$ cat src/rtl/ept_seq_alu.sv
// ept_seq_alu: opcode-selected WIDTH-bit arithmetic/logic unit with
// valid/ready handshakes on both sides and a registered result.
// Single-cycle ops complete on the accepting edge. DIV/REM with a
// nonzero divisor run an iterative restoring divider, one quotient
// bit per cycle, for WIDTH cycles.
//
// Ports:
//   CLK, RST          clock, asynchronous active-high reset
//   OP_VALID/OP_READY operation handshake (OP_READY high only in IDLE)
//   OPCODE            4-bit operation select
//   OPERAND_A/_B      unsigned operands (B is also the shift amount)
//   RESULT_VALID/_READY result handshake
//   RESULT            registered result
//   FLAG_ZERO/_CARRY/_DIVZERO  registered status flags
module ept_seq_alu #(
    parameter int WIDTH = 8
) (
    input  logic             CLK,
    input  logic             RST,
    input  logic             OP_VALID,
    output logic             OP_READY,
    input  logic [3:0]       OPCODE,
    input  logic [WIDTH-1:0] OPERAND_A,
    input  logic [WIDTH-1:0] OPERAND_B,
    output logic             RESULT_VALID,
    input  logic             RESULT_READY,
    output logic [WIDTH-1:0] RESULT,
    output logic             FLAG_ZERO,
    output logic             FLAG_CARRY,
    output logic             FLAG_DIVZERO
);

    typedef enum logic [3:0] {
        OP_ADD  = 4'h0, OP_SUB  = 4'h1, OP_MUL  = 4'h2, OP_DIV  = 4'h3,
        OP_REM  = 4'h4, OP_AND  = 4'h5, OP_OR   = 4'h6, OP_XOR  = 4'h7,
        OP_NAND = 4'h8, OP_NOR  = 4'h9, OP_XNOR = 4'hA, OP_NOT  = 4'hB,
        OP_SHL  = 4'hC, OP_SHR  = 4'hD, OP_MAX  = 4'hE, OP_EQ   = 4'hF
    } op_e;

    typedef enum logic [1:0] {
        S_IDLE = 2'd0,
        S_EXEC = 2'd1,
        S_DONE = 2'd2
    } state_e;

    localparam int               CW    = $clog2(WIDTH + 1);
    localparam logic [WIDTH-1:0] W_VAL = WIDTH[WIDTH-1:0];
    localparam logic [CW-1:0]    CNT_INIT = CW'(WIDTH);
    localparam logic [CW-1:0]    CNT_LAST = CW'(1);

    state_e           state_q;
    logic [WIDTH-1:0] result_q;
    logic             valid_q, zero_q, carry_q, divzero_q;
    logic [WIDTH-1:0] div_rem_q, div_quo_q, div_b_q;
    logic [CW-1:0]    cnt_q;
    logic             is_rem_q;

    // Single-cycle datapath, evaluated on the live inputs at accept.
    op_e              op;
    logic [WIDTH:0]   sum, diff;
    logic [2*WIDTH-1:0] prod;
    logic [WIDTH-1:0] alu_res_d;
    logic             alu_carry_d, alu_dz_d;
    logic             start_div;

    always_comb begin
        // NOTE: every always_comb output gets a default first so that no
        // path through the case can leave it unassigned and infer a latch.
        alu_res_d   = '0;
        alu_carry_d = 1'b0;
        alu_dz_d    = 1'b0;
        op   = op_e'(OPCODE);
        sum  = {1'b0, OPERAND_A} + {1'b0, OPERAND_B};
        diff = {1'b0, OPERAND_A} - {1'b0, OPERAND_B};
        prod = {{WIDTH{1'b0}}, OPERAND_A} * {{WIDTH{1'b0}}, OPERAND_B};
        case (op)
            OP_ADD:  begin alu_res_d = sum[WIDTH-1:0];  alu_carry_d = sum[WIDTH];  end
            OP_SUB:  begin alu_res_d = diff[WIDTH-1:0]; alu_carry_d = diff[WIDTH]; end
            OP_MUL:  begin
                alu_res_d   = prod[WIDTH-1:0];
                alu_carry_d = |prod[2*WIDTH-1:WIDTH];
            end
            // Only the divide-by-zero case completes here; nonzero divisors
            // go to the iterative divider.
            OP_DIV:  begin alu_res_d = '1;        alu_dz_d = (OPERAND_B == '0); end
            OP_REM:  begin alu_res_d = OPERAND_A; alu_dz_d = (OPERAND_B == '0); end
            OP_AND:  alu_res_d = OPERAND_A & OPERAND_B;
            OP_OR:   alu_res_d = OPERAND_A | OPERAND_B;
            OP_XOR:  alu_res_d = OPERAND_A ^ OPERAND_B;
            OP_NAND: alu_res_d = ~(OPERAND_A & OPERAND_B);
            OP_NOR:  alu_res_d = ~(OPERAND_A | OPERAND_B);
            OP_XNOR: alu_res_d = ~(OPERAND_A ^ OPERAND_B);
            OP_NOT:  alu_res_d = ~OPERAND_A;
            OP_SHL:  alu_res_d = (OPERAND_B >= W_VAL) ? '0 : (OPERAND_A << OPERAND_B);
            OP_SHR:  alu_res_d = (OPERAND_B >= W_VAL) ? '0 : (OPERAND_A >> OPERAND_B);
            OP_MAX:  alu_res_d = (OPERAND_A > OPERAND_B) ? OPERAND_A : OPERAND_B;
            OP_EQ:   alu_res_d = (OPERAND_A == OPERAND_B) ? '1 : '0;
            default: alu_res_d = '0;
        endcase
        start_div = ((op == OP_DIV) || (op == OP_REM)) && (OPERAND_B != '0);
    end

    // One restoring-divider step. The dividend is held in the quotient
    // register and shifted out MSB first while quotient bits shift in.
    logic [WIDTH:0]   rem_shift, trial;
    logic [WIDTH-1:0] div_rem_d, div_quo_d;

    always_comb begin
        rem_shift = {div_rem_q, div_quo_q[WIDTH-1]};
        trial     = rem_shift - {1'b0, div_b_q};
        // Partial remainder is always below the divisor, so the top bit of
        // the trial subtract is set exactly when it would go negative.
        if (trial[WIDTH]) begin
            div_rem_d = rem_shift[WIDTH-1:0];
            div_quo_d = {div_quo_q[WIDTH-2:0], 1'b0};
        end else begin
            div_rem_d = trial[WIDTH-1:0];
            div_quo_d = {div_quo_q[WIDTH-2:0], 1'b1};
        end
    end

    always_ff @(posedge CLK or posedge RST) begin
        // NOTE: sequential state uses non-blocking assignments so every
        // register samples pre-edge values regardless of statement order.
        if (RST) begin
            state_q   <= S_IDLE;
            result_q  <= '0;
            valid_q   <= 1'b0;
            zero_q    <= 1'b0;
            carry_q   <= 1'b0;
            divzero_q <= 1'b0;
            div_rem_q <= '0;
            div_quo_q <= '0;
            div_b_q   <= '0;
            cnt_q     <= '0;
            is_rem_q  <= 1'b0;
        end else begin
            case (state_q)
                S_IDLE: begin
                    if (OP_VALID) begin
                        if (start_div) begin
                            div_rem_q <= '0;
                            div_quo_q <= OPERAND_A;
                            div_b_q   <= OPERAND_B;
                            is_rem_q  <= (op == OP_REM);
                            cnt_q     <= CNT_INIT;
                            state_q   <= S_EXEC;
                        end else begin
                            result_q  <= alu_res_d;
                            zero_q    <= (alu_res_d == '0);
                            carry_q   <= alu_carry_d;
                            divzero_q <= alu_dz_d;
                            valid_q   <= 1'b1;
                            state_q   <= S_DONE;
                        end
                    end
                end
                S_EXEC: begin
                    div_rem_q <= div_rem_d;
                    div_quo_q <= div_quo_d;
                    cnt_q     <= cnt_q - CNT_LAST;
                    if (cnt_q == CNT_LAST) begin
                        result_q  <= is_rem_q ? div_rem_d : div_quo_d;
                        zero_q    <= ((is_rem_q ? div_rem_d : div_quo_d) == '0);
                        carry_q   <= 1'b0;
                        divzero_q <= 1'b0;
                        valid_q   <= 1'b1;
                        state_q   <= S_DONE;
                    end
                end
                S_DONE: begin
                    if (RESULT_READY) begin
                        valid_q <= 1'b0;
                        state_q <= S_IDLE;
                    end
                end
                default: state_q <= S_IDLE;
            endcase
        end
    end

    assign OP_READY     = (state_q == S_IDLE) && !RST;
    assign RESULT_VALID = valid_q;
    assign RESULT       = result_q;
    assign FLAG_ZERO    = zero_q;
    assign FLAG_CARRY   = carry_q;
    assign FLAG_DIVZERO = divzero_q;

endmodule

$ cat config.mk
export PLATFORM = sky130hd
export DESIGN_NAME = ept_seq_alu
export DESIGN_NICKNAME = d
export VERILOG_FILES = /design/src/rtl/ept_seq_alu.sv
export SDC_FILE = /design/constraint.sdc
export NUM_CORES = 1
export LEC_CHECK = 0
export CORE_MARGIN = 2
export CORE_UTILIZATION = 40
export CTS_BUF_LIST = sky130_fd_sc_hd__clkbuf_2
export CTS_CLUSTER_SIZE = 40
export DETAILED_ROUTE_END_ITERATION = 6
export GPL_TIMING_DRIVEN = 1
export PLACE_DENSITY_LB_ADDON = 0.3
export SKIP_CTS_REPAIR_TIMING = 1
export SYNTH_ARGS = -nofsm -noshare
export SYNTH_HDL_FRONTEND = slang
export SYNTH_SLANG_ARGS = --single-unit
$ cat constraint.sdc
create_clock -name CLK -period 6.4 [get_ports CLK]
set_clock_uncertainty 0.2 [all_clocks]
set_input_delay 0.64 -clock CLK [delete_from_list [all_inputs] [get_ports CLK]]
set_output_delay 0.64 -clock CLK [all_outputs]
set_load 0.1 [all_outputs]
==> impl_metrics.tcl <==
set metrics [dict create \
    synthFlopType "sky130_fd_sc_hd__dfrtp_1" \
    leakage_power_nw 3.39 \
    synthCells 879 \
    ratio_of_cells_with_drive_above_1_in_the_final_layout_pct 5.67 \
    synth-async-reset-ratio_pct 100 \
    cts_buffers 5 \
    crit_slowest_cell "sky130_fd_sc_hd__clkdlybuf4s50_1" \
    grt_pass1_wl_um 36200 \
    netlist-cell-type-count 70 \
    postLayoutSetupSlackWorst_ns 0.792 \
    synthToLayoutAreaGrowth_pct 9.99 \
    detail_route.wl_per_cell_um 19.8 \
    cts_root_buf "sky130_fd_sc_hd__clkbuf_2" \
    placementRows 47 \
    syn_area_um2 6790 \
    finalCriticalPeriod_ns 5.61 \
    cp_common_cell "sky130_fd_sc_hd__inv_1" \
    timing.critical_path.fanout_max 7 \
    timing.hold.worst.start "FLAG_DIVZERO" \
    vdd_drop_max_mv 0.204 \
    post-route-period-util_pct 87.6 \
    path_buf_inv 6 \
    grt_overflow 0 \
    number_of_nets_in_the_synthesized_netlist 1012 \
    pre_cts_ws_ns 0.363 \
    synth-edff-count 0 \
    portBuffers 36 \
    synth_seq_area_share_pct 15.9 \
    critPathKind "in -> reg" \
    grt_pass1_vias 6557 \
    gp_congestion 1.02 \
    slew_headroom_pct 35.0 \
    netlist_top_cells_count "sky130_fd_sc_hd__inv_1 (105), sky130_fd_sc_hd__nand2_1 (96), sky130_fd_sc_hd__nor2_1 (92), sky130_fd_sc_hd__ha_1 (70), sky130_fd_sc_hd__a21oi_1 (59)" \
    critical_path_required_ns 6.49 \
    critical_path_arrival_ns 5.70 \
    synth_top_area_share_pct 15.9 \
    timing.critical_path.cells "clkdlybuf4s50_1 -> inv_1 -> nor2_1 -> fa_1 -> inv_1 -> fa_1 -> inv_1 -> fa_1 -> inv_1 -> fa_1 -> inv_1 -> ha_1 -> nor2b_1 -> o21a_1 -> o41a_1 -> nor3_1 -> a21oi_1 -> o41ai_1 -> nand2_1" \
    cts_max_level 2 \
    most_used_standard_cell_by_instance_count_after_synthesis "sky130_fd_sc_hd__inv_1" \
    synth-warning-count 0 \
    synth_area_per_cell_um2 7.72 \
    critical_path_origin "OPERAND_B[4]" \
    clkSlewWorstSetupHoldPaths_ns 0.23 \
    pwr_density_cell_nw_per_um2 304 \
    top_post_synthesis_cells_by_area "sky130_fd_sc_hd__dfrtp_1 (16%), sky130_fd_sc_hd__ha_1 (13%), sky130_fd_sc_hd__fa_1 (12%)" \
    final_hold_violating_endpoints 0 \
    die_area_um2 18000 \
    grt_antenna_before_repair 0 \
    die_height_um 134 \
    critPathMaxStageDelay_ns 0.57 \
    fin_nets 1032 \
    critPathCaptureType "register" \
    cts.sink_count 43 \
    drv.max_cap_violation_count 0 \
    antenna_left 0 \
    cp_top_family "adder cells" \
    hp-class "reg -> reg" \
    rsz0062_at_grt "no" \
    timing_max_transition_violations_final 0 \
    status "complete, no violations" \
    fin_setup_tns_ns 0 \
    vias 6593 \
    dr.first_iter.drc_count 566 \
    chipWidth_um 134 \
    startpoint_type "primary input" \
    yosys_register_bits 43 \
    placed_cells_incl_taps 1112 \
    ios 37 \
    gr-usage-all-layers_pct 25.3 \
    drtPass1Iterations 5 \
    core_um2 16600 \
    total_detailed_routing_wirelength_um 22200 \
    post-route-drc-count 0 \
    dp_hpwl_um 17500 \
    synth_area_leader_cell "sky130_fd_sc_hd__dfrtp_1" \
    antenna_cells 0 \
    layout.cells.non_filler 1120 \
    setup.reg_to_reg.worst_slack_ns 2.51 \
    achievable-frequency_ghz 0.178 \
    grt_start_max_net_pins 44 \
    viasPerCell 5.89 \
    cts.path.max_buffers 2 \
    crit-reg2reg-launch "div_quo_q[7]" \
    clock_latency_ns 0.39 \
    finalSetupViolCount 0 \
    tightest_slew_ns 0.973 \
    floorplan.initialDensity_pct 40.9 \
    cts_tree "built" \
]
## registers in the layout (all words and copies together) (netlist names)
register,flops
RESULT_VALID,1
div_rem_q,8
div_quo_q,8
FLAG_ZERO,1
div_b_q,8
cnt_q,4
is_rem_q,1
RESULT,8
FLAG_DIVZERO,1
state_q,2
FLAG_CARRY,1
## kinds of logic (layout without fill, tap and decap cells)
logic type / after synthesis / count (layout) / synth area share (%)
compound gates: 228 / 228 / 21.8
simple gates: 273 / 273 / 18.3
buf+inv: 156 / 177 / 8.68
xor+xnor: 28 / 28 / 3.61
mux: 42 / 42 / 7.35
flops: 43 / 43 / 15.9
fa+ha+maj: 109 / 109 / 24.4
## where the power goes
part | switching, mW | total (mW) | internal [mW] | leakage, nW
Clock | 0.0933 | 0.121 | 0.0279 | 0.0290
Combinational | 1.05 | 1.67 | 0.621 | 2.81
Sequential | 0.0987 | 0.478 | 0.379 | 0.545
## cell usage in the layout (no fill, tap or decap), types with 5 or more instances in the layout
master / instances
sky130_fd_sc_hd__ha_1: 70
sky130_fd_sc_hd__a21oi_1: 59
sky130_fd_sc_hd__clkbuf_2: 6
sky130_fd_sc_hd__nor2_1: 92
sky130_fd_sc_hd__nand4_1: 5
sky130_fd_sc_hd__mux2i_1: 33
sky130_fd_sc_hd__nand2b_1: 6
sky130_fd_sc_hd__o211ai_1: 14
sky130_fd_sc_hd__clkdlybuf4s50_1: 36
sky130_fd_sc_hd__nand3_1: 14
sky130_fd_sc_hd__o21ai_0: 53
sky130_fd_sc_hd__fa_1: 39
sky130_fd_sc_hd__a211oi_1: 7
sky130_fd_sc_hd__nor2b_1: 12
sky130_fd_sc_hd__nor4_1: 6
sky130_fd_sc_hd__buf_4: 24
sky130_fd_sc_hd__a31oi_1: 10
sky130_fd_sc_hd__nor3_1: 14
sky130_fd_sc_hd__nand2_1: 96
sky130_fd_sc_hd__a21o_1: 9
sky130_fd_sc_hd__xor2_1: 10
sky130_fd_sc_hd__xnor2_1: 18
sky130_fd_sc_hd__mux4_2: 6
sky130_fd_sc_hd__dfrtp_1: 43
sky130_fd_sc_hd__o22ai_1: 11
sky130_fd_sc_hd__inv_1: 104
sky130_fd_sc_hd__a22oi_1: 9
sky130_fd_sc_hd__o21a_1: 5
## through the flow
step	power (mW)	hold slack (ns)	util, %	cell area, um2
finish	2.27	0.306	45.0	7470
global route	2.49	0.356	45.0	7470
CTS	2.27	0.319	45.0	7470
detailed placement	2.14	0.270	44.8	7420
global placement	2.13	0.265	44.8	7420
floorplan	1.73	0.250	-	6790
## tightest hold or removal path, cell delays in order, from the launching register on
cell	delay [ns]
sky130_fd_sc_hd__dfrtp_1	0.39
sky130_fd_sc_hd__nand2_1	0.04
sky130_fd_sc_hd__o21ai_0	0.05
## per-layer routing
layer	track usage, %	wire length [um]
met1	36.3	9990
met2	40.4	10000
met3	3.74	1680
met4	5.73	504
met5	0	0
## layout make-up
type                    count  area [um2]
fillers                  1694        9120
multi-input cells         680        5120
flip-flops and latches     43        1080
repair buffers             60         541
inverters                 109         409
well taps                 220         275
clock buffers               6        30.0
clock inverters             2        12.5
## path summary, 6_finish.rpt
| path | endpoint | cells past startpoint |
|---|---|---|
| setup / recovery | FLAG_CARRY | 19 |
| hold / removal | FLAG_DIVZERO | 2 |
| setup reg to reg | FLAG_ZERO | 13 |
| hold reg to reg | FLAG_DIVZERO | 2 |
| max in group asynchronous | div_rem_q[1] | 3 |
| min in group asynchronous | RESULT[1] | 3 |
No activity file was read; power rests on OpenSTA's default activity.
